<file path="config.mk">
export PLATFORM = sky130hd
export DESIGN_NAME = dmem_port_arbiter_flat
export DESIGN_NICKNAME = d
export VERILOG_FILES = /design/src/rtl/dmem_port_arbiter_pkg.sv /design/src/rtl/dmem_port_arbiter_if.sv /design/src/rtl/dmem_port_arbiter_sat_counter.sv /design/src/rtl/dmem_port_arbiter.sv /design/src/flat_wrapper.sv
export SDC_FILE = /design/constraint.sdc
export NUM_CORES = 1
export LEC_CHECK = 0
export ABC_AREA = 1
export BUFFER_PORTS_ARGS = -buffer_cell sky130_fd_sc_hd__buf_2
export CAP_MARGIN = 20
export CORE_AREA = 5 5 111 113
export CTS_CLUSTER_DIAMETER = 60
export CTS_CLUSTER_SIZE = 20
export DETAILED_ROUTE_END_ITERATION = 8
export DIE_AREA = 0 0 116 118
export PLACE_DENSITY = 0.6
export SYNTH_ARGS = -nofsm -noshare
export SYNTH_HDL_FRONTEND = slang
export SYNTH_HIERARCHICAL = 1
export SYNTH_SLANG_ARGS = --single-unit
</file>
<file path="constraint.sdc">
create_clock -name clk -period 2.8 [get_ports clk]
set_input_delay 0.28 -clock clk [delete_from_list [all_inputs] [get_ports clk]]
set_output_delay 0.28 -clock clk [all_outputs]
set_load 0.005 [all_outputs]
</file>
<file path="src/rtl/dmem_port_arbiter_pkg.sv">
// Shared types and constants for the data-memory port arbiter.
package dmem_port_arbiter_pkg;

    localparam int unsigned XLEN = 32;

    typedef logic [1:0] arb_state_t;

    localparam arb_state_t CPU_OWN = 2'd0;
    localparam arb_state_t DBG_ACC = 2'd1;
    localparam arb_state_t DBG_RSP = 2'd2;

endpackage

</file>
<file path="src/rtl/dmem_port_arbiter_if.sv">
// CPU, debug and memory-side signals of the shared data-memory port.
interface dmem_port_arbiter_if import dmem_port_arbiter_pkg::*; #(
    parameter int unsigned ADDR_W = XLEN,
    parameter int unsigned DATA_W = XLEN
) ();
    logic              cpu_req;
    logic              cpu_we;
    logic [ADDR_W-1:0] cpu_addr;
    logic [DATA_W-1:0] cpu_wdata;
    logic [DATA_W-1:0] cpu_rdata;
    logic              cpu_stall;

    logic              dbg_req;
    logic              dbg_we;
    logic [ADDR_W-1:0] dbg_addr;
    logic [DATA_W-1:0] dbg_wdata;
    logic              dbg_gnt;
    logic              dbg_rvalid;
    logic [DATA_W-1:0] dbg_rdata;

    logic [ADDR_W-1:0] mem_addr;
    logic [DATA_W-1:0] mem_wdata;
    logic              mem_we;
    logic [DATA_W-1:0] mem_rdata;

    // Arbiter view.
    modport slave (
        input  cpu_req, cpu_we, cpu_addr, cpu_wdata,
        output cpu_rdata, cpu_stall,
        input  dbg_req, dbg_we, dbg_addr, dbg_wdata,
        output dbg_gnt, dbg_rvalid, dbg_rdata,
        output mem_addr, mem_wdata, mem_we,
        input  mem_rdata
    );

    // Requester/memory environment view.
    modport master (
        output cpu_req, cpu_we, cpu_addr, cpu_wdata,
        input  cpu_rdata, cpu_stall,
        output dbg_req, dbg_we, dbg_addr, dbg_wdata,
        input  dbg_gnt, dbg_rvalid, dbg_rdata,
        input  mem_addr, mem_wdata, mem_we,
        output mem_rdata
    );
endinterface

</file>
<file path="src/rtl/dmem_port_arbiter_sat_counter.sv">
// Saturating up-counter with synchronous clear (clear wins over increment).
module sat_counter #(
    parameter int unsigned W   = 3,
    parameter int unsigned MAX = 4
) (
    input  logic         clk,
    input  logic         rst_n,
    input  logic         inc,
    input  logic         clr,
    output logic [W-1:0] cnt
);

    always_ff @(posedge clk or negedge rst_n) begin
        if (!rst_n) begin
            cnt <= '0;
        end else if (clr) begin
            cnt <= '0;
        end else if (inc && (cnt != W'(MAX))) begin
            cnt <= cnt + W'(1);
        end
    end

endmodule

</file>
<file path="src/rtl/dmem_port_arbiter.sv">
// Shares the data-memory port between the M stage (priority) and a debug requester,
// forcing a one-cycle debug slot after MAX_WAIT contended cycles.
module dmem_port_arbiter import dmem_port_arbiter_pkg::*; #(
    parameter int unsigned MAX_WAIT = 4
) (
    input  logic              clk,
    input  logic              rst_n,
    dmem_port_arbiter_if.slave bus
);

    localparam int unsigned CNT_W = $clog2(MAX_WAIT + 1);

    arb_state_t       state;
    arb_state_t       state_d;
    logic [CNT_W-1:0] starve_cnt;
    logic             cnt_inc;
    logic             cnt_clr;
    logic             dbg_go;
    logic             dbg_sel;

    sat_counter #(
        .W   (CNT_W),
        .MAX (MAX_WAIT)
    ) u_starve_cnt (
        .clk   (clk),
        .rst_n (rst_n),
        .inc   (cnt_inc),
        .clr   (cnt_clr),
        .cnt   (starve_cnt)
    );

    always_ff @(posedge clk or negedge rst_n) begin
        if (!rst_n) begin
            state <= CPU_OWN;
        end else begin
            state <= state_d;
        end
    end

    // Next state, starvation bookkeeping and port ownership.
    always_comb begin
        state_d       = state;
        cnt_inc       = 1'b0;
        cnt_clr       = !bus.dbg_req;
        dbg_go        = 1'b0;
        dbg_sel       = 1'b0;
        bus.dbg_gnt   = 1'b0;
        bus.cpu_stall = 1'b0;
        bus.mem_we    = bus.cpu_req & bus.cpu_we;
        case (state)
            CPU_OWN: begin
                cnt_inc = bus.dbg_req & bus.cpu_req;
                dbg_go  = bus.dbg_req & (!bus.cpu_req || (starve_cnt == CNT_W'(MAX_WAIT)));
                if (dbg_go) begin
                    cnt_clr = 1'b1;
                    state_d = DBG_ACC;
                end
            end
            DBG_ACC: begin
                dbg_sel       = 1'b1;
                bus.dbg_gnt   = bus.dbg_req;
                bus.cpu_stall = bus.cpu_req;
                bus.mem_we    = bus.dbg_req & bus.dbg_we;
                // A dropped request cancels the access outright.
                state_d       = bus.dbg_req ? DBG_RSP : CPU_OWN;
            end
            DBG_RSP: begin
                state_d = CPU_OWN;
            end
            default: begin
                state_d = CPU_OWN;
            end
        endcase
    end

    assign bus.mem_addr  = dbg_sel ? bus.dbg_addr  : bus.cpu_addr;
    assign bus.mem_wdata = dbg_sel ? bus.dbg_wdata : bus.cpu_wdata;
    assign bus.cpu_rdata = bus.mem_rdata;

    // Debug response: acknowledge every completed access, capture read data.
    always_ff @(posedge clk or negedge rst_n) begin
        if (!rst_n) begin
            bus.dbg_rvalid <= 1'b0;
            bus.dbg_rdata  <= '0;
        end else begin
            bus.dbg_rvalid <= (state == DBG_ACC) && bus.dbg_req;
            if ((state == DBG_ACC) && bus.dbg_req && !bus.dbg_we) begin
                bus.dbg_rdata <= bus.mem_rdata;
            end
        end
    end

endmodule

</file>
<file path="src/flat_wrapper.sv">
// flat-port wrapper written by rule: the top's interface ports become plain ports
module dmem_port_arbiter_flat import dmem_port_arbiter_pkg::*;
#(
    parameter int unsigned MAX_WAIT = 4
)
  (clk, rst_n, bus_cpu_req, bus_cpu_we, bus_cpu_addr, bus_cpu_wdata, bus_cpu_rdata, bus_cpu_stall, bus_dbg_req, bus_dbg_we, bus_dbg_addr, bus_dbg_wdata, bus_dbg_gnt, bus_dbg_rvalid, bus_dbg_rdata, bus_mem_addr, bus_mem_wdata, bus_mem_we, bus_mem_rdata);
  dmem_port_arbiter_if #(.ADDR_W(XLEN), .DATA_W(XLEN)) bus_i ();
  input  logic clk;
  input  logic rst_n;
  input wire logic [$bits(bus_i.cpu_req)-1:0] bus_cpu_req;
  input wire logic [$bits(bus_i.cpu_we)-1:0] bus_cpu_we;
  input wire logic [$bits(bus_i.cpu_addr)-1:0] bus_cpu_addr;
  input wire logic [$bits(bus_i.cpu_wdata)-1:0] bus_cpu_wdata;
  output wire logic [$bits(bus_i.cpu_rdata)-1:0] bus_cpu_rdata;
  output wire logic [$bits(bus_i.cpu_stall)-1:0] bus_cpu_stall;
  input wire logic [$bits(bus_i.dbg_req)-1:0] bus_dbg_req;
  input wire logic [$bits(bus_i.dbg_we)-1:0] bus_dbg_we;
  input wire logic [$bits(bus_i.dbg_addr)-1:0] bus_dbg_addr;
  input wire logic [$bits(bus_i.dbg_wdata)-1:0] bus_dbg_wdata;
  output wire logic [$bits(bus_i.dbg_gnt)-1:0] bus_dbg_gnt;
  output wire logic [$bits(bus_i.dbg_rvalid)-1:0] bus_dbg_rvalid;
  output wire logic [$bits(bus_i.dbg_rdata)-1:0] bus_dbg_rdata;
  output wire logic [$bits(bus_i.mem_addr)-1:0] bus_mem_addr;
  output wire logic [$bits(bus_i.mem_wdata)-1:0] bus_mem_wdata;
  output wire logic [$bits(bus_i.mem_we)-1:0] bus_mem_we;
  input wire logic [$bits(bus_i.mem_rdata)-1:0] bus_mem_rdata;
  assign bus_i.cpu_req = bus_cpu_req;
  assign bus_i.cpu_we = bus_cpu_we;
  assign bus_i.cpu_addr = bus_cpu_addr;
  assign bus_i.cpu_wdata = bus_cpu_wdata;
  assign bus_cpu_rdata = bus_i.cpu_rdata;
  assign bus_cpu_stall = bus_i.cpu_stall;
  assign bus_i.dbg_req = bus_dbg_req;
  assign bus_i.dbg_we = bus_dbg_we;
  assign bus_i.dbg_addr = bus_dbg_addr;
  assign bus_i.dbg_wdata = bus_dbg_wdata;
  assign bus_dbg_gnt = bus_i.dbg_gnt;
  assign bus_dbg_rvalid = bus_i.dbg_rvalid;
  assign bus_dbg_rdata = bus_i.dbg_rdata;
  assign bus_mem_addr = bus_i.mem_addr;
  assign bus_mem_wdata = bus_i.mem_wdata;
  assign bus_mem_we = bus_i.mem_we;
  assign bus_i.mem_rdata = bus_mem_rdata;
  dmem_port_arbiter #(.MAX_WAIT(MAX_WAIT)) u_core (.clk(clk), .rst_n(rst_n), .bus(bus_i));
endmodule
</file>
==> results of run 1 <==
layout by cell type (no fill, tap or decap), drive strengths merged:
cell type and instances:
buf 302, nand4 34, ha 2, a21oi 2
inv 12, o21ai 2, clkinv 2, bufinv 2
nand2 269, clkbuf 5, nor2 5, nand3 4
dfrtp 38, nor4 1
kinds of logic (layout without fill, tap and decap cells):
group / Yosys count / count (layout) / synth area share [%]
AOI/OAI and AO/OA: 4 / 4 / 0.729
buffers and inverters: 72 / 323 / 16.7
adders and majority gates: 2 / 2 / 0.911
DFF: 38 / 38 / 34.6
and+or+nand+nor: 313 / 313 / 47.0
cells in the mapped netlist (3+ instances only):
cell,instances
nand2_1,268
dfrtp_1,38
buf_4,34
nand4_1,34
buf_2,12
inv_1,10
buf_6,6
clkbuf_1,5
nor2_1,4
nand3_1,3
per-layer routing:
metal	track usage (%)	up-vias	wire length, µm	share of wire [%]
met5	0	-	0	0
met4	4.42	0	199	1.7
met3	4.63	14	1320	11
met2	28.4	180	5920	50
met1	19.1	1495	4470	38
li1	-	1803	-	-
cell type report:
class	count	area share, %
clock buffers	5	2.94
clock inverters	3	1.62
inverters	13	1.15
multi-input cells	319	31.4
flip-flops and latches	38	22.3
well taps	143	4.20
repair buffers	302	36.4
registers in the layout, indices dropped and copies added, names as in the netlist:
signal                   cells
u_core/bus.dbg_rdata        32
u_core/state                 2
u_core/u_starve_cnt/cnt      3
u_core/bus.dbg_rvalid        1
through the flow:
| step | util, % | instance area (µm²) | cells | worst slack (ns) |
|---|---|---|---|---|
| 2_1_floorplan | - | 2750 | 429 | 1.45 |
| 3_3_place_gp | 36.2 | 4070 | 815 | 1.01 |
| 3_5_place_dp | 36.2 | 4070 | 815 | 0.975 |
| 4_1_cts | 38.0 | 4260 | 823 | 0.851 |
| 5_1_grt | 38.0 | 4260 | 823 | 0.708 |
| 6_report | 38.0 | 4260 | 823 | 0.850 |
worst max-delay path by stage:
stage,endpoint,slack (ns),cells after the start
global route,u_core/bus.dbg_rdata[9]$_DFFE_PN0P_,0.71,4
finish,bus_mem_addr[4],0.85,5
CTS,bus_mem_addr[27],0.85,5
floorplan,u_core/u_starve_cnt/cnt[2]$_DFFE_PN0P_,1.45,4
detailed placement,u_core/bus.dbg_rdata[10]$_DFFE_PN0P_,0.98,4
global placement,u_core/bus.dbg_rdata[13]$_DFFE_PN0P_,1.01,4
power breakdown:
part | total [mW] | switching (mW) | internal (mW) | leakage (nW)
Sequential | 0.739 | 0.0678 | 0.671 | 0.486
Combinational | 0.723 | 0.383 | 0.340 | 2.18
Clock | 0.742 | 0.230 | 0.512 | 0.0940
Total | 2.20 | 0.681 | 1.52 | 2.76
==> reports/metrics.cfg, run 1 <==
[synthesis]
synth.avg_cell_area_um2 = 6.40
synth.distinct_cells = 21
synth_top_area_share_pct = 36.6
synth_ff_type = dfrtp_1
synth.net_count = 597
yosys_warnings = 6
syn_inst = 429
synth_edf_count = 0
yosysTopAreaCell = nand2_1
synth.yosys.seq_area_share_pct = 34.6
syn-cell-area_um2 = 2750
ys_seq_elements = 38
synthTopCellsByArea = nand2_1, dfrtp_1, buf_4, nand4_1, buf_6
async_reset_ff_share_pct = 100

[grt]
grt_pass1_vias = 3409
grtUsageTotal_pct = 16.2
grt_max_degree = 67
antenna_found_initial = 0
grt_pass1_wl_mm = 17.7
gr-total-overflow = 0

[timing]
period_share_pct = 69.6
fin_skew_ns = 0.00653
rsz0062_at_grt = false
whs_ns = 0.106
finalSetupTns_ns = 0
period_minus_slack_ns = 1.95
slew_violations = 0
tightestPinTransition_ns = 0.845
slew_headroom_pct = 43.6
fmax_mhz = 513
hold_viol_final = 0
setup_viol = 0

[worst_setup_path]
crit_chain = nor2_8 > buf_12 > nand2_1 > nand2_1 > buf_2
cp-startpoint = u_core/state[1]$_DFFE_PN0P_
cp_data_required_time_ns = 2.52
path_common_cell = nand2_1
critPathLaunchType = flop
ff2ff_path_depth = 4
r2r_start = u_core/state[1]$_DFFE_PN0P_
crit_fanout = 45
crit_type = flop to output port
critPathCaptureType = output port
crit_slowest_cell = dfrtp_1
rrSetupSlack_ns = 1.00
path_buf_inv = 2
arrival_ns = 1.67
reg2reg_to = u_core/bus.dbg_rdata[20]$_DFFE_PN0P_
crit_family = simple AND/OR/NAND/NOR gates
cpPeakStageDelay_ns = 0.47

[clocking]
clkSinkCount = 38
cts.path.max_buffers = 2
post_cts_buffers = 0
htree_levels = 2
cts-root-buf = clkbuf_16
cts_tree = done
insertion_delay_ns = 0.28
cts_hold_buf = 0
path_clk_slew_ns = 0.06
cts_inserted_buffers = 5
cts_resized = 0

[die]
start_util_pct = 24.5
fp.coreArea_um2 = 11200
fp.dieW_um = 116
die_area_um2 = 13700
std_cell_rows = 39
die_h_um = 118
io_pins = 298

[detailed_routing]
via_per_inst = 4.24
vias = 3492
antenna_left = 0
drc = 0
post_drt_wl_per_cell_um = 14.5
drtPass1Iterations = 5
drt_iter0_drc = 165
wl_mm = 11.9

[pwr]
total_power_mw = 2.20
peakVddDrop_uv = 242
cellLeakagePower_nw = 2.76
power.density_nw_per_um2 = 517

[finish]
drive_gt1_share_pct = 46.5
antenna-diode-count = 0
fill_cells = 1241
finalNetCount = 847
area.sequential_um2 = 951
area_growth_pct = 55.2
multi_input_area_um2 = 1340

[placed_design]
place_hpwl_mm = 9.70
place.gp.congestion = 0.896
port_buffers = 297

[outcome]
status = complete, no violations

[hold_path]
hold_path.class = primary input to async pin

[run]
max_cap_viol_count = 0

Note: power is estimated with default switching activity, not from simulation.
==> inputs of run 2 (changes only) <==
CORE_AREA = 5 5 112 114   (was 5 5 111 113)
DIE_AREA = 0 0 117 119   (was 0 0 116 118)
PLACE_DENSITY = 0.59   (was 0.6)
clock period = 1.8 ns   (was 2.8 ns; I/O delays follow)
==> run 2 against run 1 <==
  * Critical path depth unchanged
  * Wire length grew 2.4%
  * First-iteration DRC count rose by 15%
  * Clock skew down 0.0030 ns
==> reports/metrics.cfg, run 2 (synthesis gave the netlist of run 1 again) <==
[outcome]
status = complete, no violations

[detailed_routing]
drtPass1Iterations = 4  ; -1
via_per_inst = 4.25  ; +0.11%
drc = 0  ; unchanged
vias = 3517  ; +0.72%
antenna_left = 0  ; unchanged
drt_iter0_drc = 189  ; +15%
post_drt_wl_per_cell_um = 14.7  ; +1.8%
wl_mm = 12.2  ; +2.4%

[timing]
setup_viol = 0  ; unchanged
rsz0062_at_grt = true
setup_ws_ns = 0.105  ; -0.746 ns
fmax_mhz = 590
slew_violations = 0  ; unchanged
tightestPinTransition_ns = 0.496  ; -0.350 ns
fin_skew_ns = 0.00357  ; -0.00296 ns
slew_headroom_pct = 67.0  ; +23 points
period_share_pct = 94.2
period_minus_slack_ns = 1.70
hold_viol_final = 0  ; unchanged

[finish]
antenna-diode-count = 0  ; unchanged
largest_register_ffs = 32  ; unchanged
stdcell_count = 828  ; +0.61%
drive_gt1_share_pct = 46.9  ; +0.39 points
reg_top3 = u_core/bus.dbg_rdata: 32 flops, u_core/u_starve_cnt/cnt: 3 flops, u_core/state: 2 flops
final_util_pct = 38.3  ; +0.36 points
mostFrequentLayoutCells = buf_2, nand2_1, dfrtp_1
finalNetCount = 852  ; +0.59%
area_growth_pct = 58.0
max_flop_register = u_core/bus.dbg_rdata
layout_commonest_cell = buf_2
fill_cells = 1303  ; +5.0%

[pwr]
power.density_nw_per_um2 = 801  ; +55%
total_power_mw = 3.47  ; +58%
cellLeakagePower_nw = 2.79  ; +1.3%
peakVddDrop_uv = 631  ; +160%

[hold_path]
hold_path.class = primary input to flop

[worst_setup_path]
crit_type = flop to output port
crit_slowest_cell = dfrtp_2
cp_data_required_time_ns = 1.62  ; -0.90 ns
arrival_ns = 1.52  ; -0.15 ns
cpPeakStageDelay_ns = 0.46  ; about the same
crit_chain = nor2_8 > buf_16 > nand2_1 > o21ai_1 > buf_2
critPathCaptureType = output port
critPathLaunchType = flop
crit_fanout = 35  ; -22%

[die]
fp.dieW_um = 117  ; +0.86%
std_cell_rows = 39  ; unchanged
io_pins = 298  ; unchanged
die_h_um = 119  ; +0.85%
start_util_pct = 24.2  ; -0.21 points
fp.coreArea_um2 = 11300  ; +0.87%
die_area_um2 = 13900  ; +1.7%

[clocking]
insertion_delay_ns = 0.28  ; about the same
htree_levels = 2  ; unchanged
path_clk_slew_ns = 0.06  ; about the same
post_cts_buffers = 0  ; unchanged
cts_tree = done
cts-root-buf = clkbuf_16
cts_inserted_buffers = 5  ; unchanged
cts.path.max_buffers = 2  ; unchanged
clkSinkCount = 38  ; unchanged

[placed_design]
port_buffers = 297  ; unchanged
place_ws_ns = 0.294  ; -0.681 ns
place.gp.congestion = 0.830  ; -7.4%
place_hpwl_mm = 9.57  ; -1.4%
dp.cells = 818  ; +0.37%

[grt]
grt_pass1_wl_mm = 18.3  ; +3.7%
grt_pass1_vias = 3566  ; +4.6%
gr-total-overflow = 0  ; unchanged
grt_max_degree = 67  ; unchanged
grtUsageTotal_pct = 16.5  ; +0.28 points
antenna_found_initial = 0  ; unchanged

[run]
max_cap_viol_count = 0  ; unchanged

[run 2: cell types whose count changed in the layout (fill, tap and decap cells not counted)]
cell,before,now
buf_6,0,1
buf_16,0,2
clkinv_4,1,0
buf_4,3,5
buf_12,2,1
dlygate4sd3_1,0,1
clkbuf_8,0,1
dfrtp_2,0,1
dfrtp_1,38,37
[run 2: worst paths after layout]
kind / startpoint / endpoint / slack, ns / cells past startpoint
worst max-delay path: u_core/state[1]$_DFFE_PN0P_ / bus_mem_we / 0.10 / 5
worst min-delay path: bus_mem_rdata[12] / u_core/bus.dbg_rdata[12]$_DFFE_PN0P_ / 0.16 / 3
worst max register to register: u_core/state[1]$_DFFE_PN0P_ / u_core/u_starve_cnt/cnt[2]$_DFFE_PN0P_ / 0.46 / 5
worst min register to register: u_core/bus.dbg_rdata[4]$_DFFE_PN0P_ / u_core/bus.dbg_rdata[4]$_DFFE_PN0P_ / 0.46 / 2
max in group asynchronous: rst_n / u_core/state[1]$_DFFE_PN0P_ / 0.96 / 3
min in group asynchronous: rst_n / u_core/bus.dbg_rdata[20]$_DFFE_PN0P_ / 0.48 / 3
[run 2: critical path, delay by kind of cell (launching register included)]
kind                   cells  cell delay [ns]
flip-flops                 1             0.46
buffers and inverters      2             0.33
AND/OR/NAND/NOR            2             0.32
AO/OA/AOI/OAI              1             0.12
[run 2: what timing repair did]
action | in CTS | in global routing
setup endpoints to repair | 2 | 22
endpoints found under the hold margin | 38 | 0
hold buffers | 1 | 0
resized for setup | 1 | 3
pin swaps | 0 | 0
cloned | 1 | 0
[run 2: through the flow]
stage | hold WS (ns) | TNS, ns | cell area, µm²
2_1_floorplan | -0.116 | 0 | 2750
3_5_place_dp | 0.269 | 0 | 4090
4_1_cts | 0.147 | 0 | 4340
5_1_grt | 0.156 | -0.00642 | 4340
6_report | 0.155 | 0 | 4340
3_3_place_gp | 0.266 | 0 | 4090
[run 2: cell type report]
type	instances	area [µm²]	share of cell area [%]
clock buffer	6	139	3.20
clock inverter	2	60.1	1.38
inverter	13	48.8	1.12
multi-input combinational	319	1340	30.9
sequential	38	952	21.9
tap	143	179	4.12
timing repair buffer	307	1620	37.4
[run 2: where the power goes]
| part | leakage (nW) | internal, mW | switching (mW) |
|---|---|---|---|
| Combinational | 2.21 | 0.548 | 0.596 |
| Sequential | 0.484 | 1.04 | 0.104 |
| Clock | 0.0971 | 0.832 | 0.349 |
| Total | 2.79 | 2.42 | 1.05 |
[run 2: routing by layer]
layer,part of all wire (%),track usage [%]
met1,39,19.6
met2,50,30.0
met3,10,3.70
met4,0.39,3.23
met5,0,0
==> inputs of run 3 (changes only) <==
RECOVER_POWER = 100   (was default)
==> run 3 against run 2 <==
  * First-iteration DRC count grew 12%
  * Power shrank 1.1%
  * Combinational power shrank 4%
  * Core utilization shrank 0.62 points
  * Clock power is essentially flat
  * Cell area shrank 1.6%
  * Fmax is essentially flat
  * Wire length grew 0.20%
  * Clock skew shrank 0.00095 ns
  * Critical endpoint unchanged
  * Flip-flop and latch count is the same
==> reports/metrics.cfg, run 3 (synthesis gave the netlist of run 1 again) <==
[finish]
final_area_um2 = 4270  ; -1.6%
layout_commonest_cell = nand2_1
max_flop_register = u_core/bus.dbg_rdata
mostFrequentLayoutCells = nand2_1, buf_2, clkbuf_1
final_util_pct = 37.7  ; -0.62 points
reg_top3 = u_core/bus.dbg_rdata: 32 flops, u_core/u_starve_cnt/cnt: 3 flops, u_core/state: 2 flops
stdcell_count = 828  ; unchanged
drive_gt1_share_pct = 39.0  ; -7.9 points
area_growth_pct = 55.5
finalNetCount = 852  ; unchanged
largest_register_ffs = 32  ; unchanged
antenna-diode-count = 0  ; unchanged

[detailed_routing]
routed-wl-met2_mm = 6.09  ; -0.33%
dr_wl_met3_mm = 1.25  ; +0.72%
drc = 0  ; unchanged
wl_mm = 12.2  ; +0.20%
met1_length_mm = 4.78  ; -0.29%
drtPass1Iterations = 4  ; unchanged
top_layer = met4
vias = 3523  ; +0.17%
via_per_inst = 4.25  ; +0.17%
antenna_left = 0  ; unchanged
post_drt_wl_per_cell_um = 14.8  ; +0.20%
drt_iter0_drc = 211  ; +12%

[grt]
grtUsageTotal_pct = 16.5  ; unchanged
gr-total-overflow = 0  ; unchanged
antenna_found_initial = 0  ; unchanged
grt_pass1_wl_mm = 18.3  ; unchanged
grt_pass1_vias = 3566  ; unchanged
grt_max_degree = 67  ; unchanged

[die]
fp.dieW_um = 117  ; unchanged
std_cell_rows = 39  ; unchanged
die_h_um = 119  ; unchanged
io_pins = 298  ; unchanged
start_util_pct = 24.2  ; unchanged
die_area_um2 = 13900  ; unchanged
fp.coreArea_um2 = 11300  ; unchanged

[timing]
whs_ns = 0.140  ; -0.0156 ns
period_share_pct = 94.2  ; about the same
slew_violations = 0  ; unchanged
rsz0062_at_grt = true
period_minus_slack_ns = 1.70  ; -0.000177 ns
fin_skew_ns = 0.00262  ; -0.000950 ns
slew_headroom_pct = 35.1  ; -32 points
fmax_mhz = 590  ; about the same
tightestPinTransition_ns = 0.973  ; +0.478 ns
finalSetupTns_ns = 0  ; unchanged
setup_ws_ns = 0.105  ; +0.000177 ns
setup_viol = 0  ; unchanged
hold_viol_final = 0  ; unchanged

[worst_setup_path]
critPathCaptureType = output port
cp-startpoint = u_core/state[0]$_DFFE_PN0P_
crit_fanout = 35  ; unchanged
crit_type = flop to output port
r2r_start = u_core/state[1]$_DFFE_PN0P_
cp_data_required_time_ns = 1.62  ; about the same
critPathLaunchType = flop
arrival_ns = 1.52  ; about the same

[placed_design]
port_buffers = 297  ; unchanged
place_hpwl_mm = 9.57  ; unchanged
place.gp.congestion = 0.830  ; unchanged
place_ws_ns = 0.294  ; unchanged
place_area_um2 = 4090  ; unchanged
dp.cells = 818  ; unchanged

[clocking]
cts_inserted_buffers = 5  ; unchanged
cts-root-buf = clkbuf_16
cts_tree = done
post_cts_buffers = 0  ; unchanged
path_clk_slew_ns = 0.06  ; about the same
htree_levels = 2  ; unchanged
cts.path.max_buffers = 2  ; unchanged
clkSinkCount = 38  ; unchanged
insertion_delay_ns = 0.28  ; about the same

[pwr]
cellLeakagePower_nw = 2.63  ; -5.9%
power.density_nw_per_um2 = 805  ; +0.50%
peakVddDrop_uv = 620  ; -1.7%
total_power_mw = 3.43  ; -1.1%

[hold_path]
holdCritStartpoint = bus_mem_rdata[12]
hold_path.class = primary input to flop

[run]
max_cap_viol_count = 0  ; unchanged

[outcome]
status = complete, no violations

-- run 3: changes by cell type in the layout (fill, tap and decap cells not counted), sizes merged --
| cell | change |
|---|---|
| buf | -54 |
| clkbuf | +54 |
-- run 3: what timing repair did --
item                                    in CTS  in global routing
endpoints found under the setup margin       2                 22
hold endpoints to repair                    38                  0
hold buffers                                 1                  0
gates cloned                                 1                  0
gates resized for setup                      1                  3
-- run 3: final timing paths --
check,to,slack (ns),cells after the start
min in group asynchronous,u_core/bus.dbg_rdata[20]$_DFFE_PN0P_,0.66,3
hold reg to reg,u_core/bus.dbg_rdata[4]$_DFFE_PN0P_,0.46,2
hold / removal,u_core/bus.dbg_rdata[12]$_DFFE_PN0P_,0.14,3
setup reg to reg,u_core/u_starve_cnt/cnt[2]$_DFFE_PN0P_,0.45,5
max in group asynchronous,u_core/state[1]$_DFFE_PN0P_,0.48,3
setup / recovery,bus_mem_we,0.10,6
-- run 3: power by group --
group          leakage [nW]  switching (mW)  internal [mW]
clock                0.0971           0.349          0.832
combinational          2.05           0.597          0.504
sequential            0.484           0.108           1.05
-- run 3: worst max-delay path: stages, from the launching register on --
cell     delay [ns]
dfrtp_1        0.41
inv_2          0.08
nor2_8         0.17
buf_16         0.20
nand2_1        0.11
o21ai_1        0.12
buf_2          0.13
-- run 3: area by class of cell --
cell class	instances	area [µm²]
fill	1331	7050
timing repair buffer	307	1550
multi-input combinational	319	1340
sequential	38	952
tap	143	179
clock buffer	6	139
clock inverter	2	60.1
inverter	13	48.8
-- run 3: per-layer routing --
| layer | vias up | track usage [%] |
|---|---|---|
| li1 | 1811 | - |
| met1 | 1528 | 19.6 |
| met2 | 177 | 30.0 |
| met3 | 7 | 3.70 |
| met4 | 0 | 3.23 |
| met5 | - | 0 |
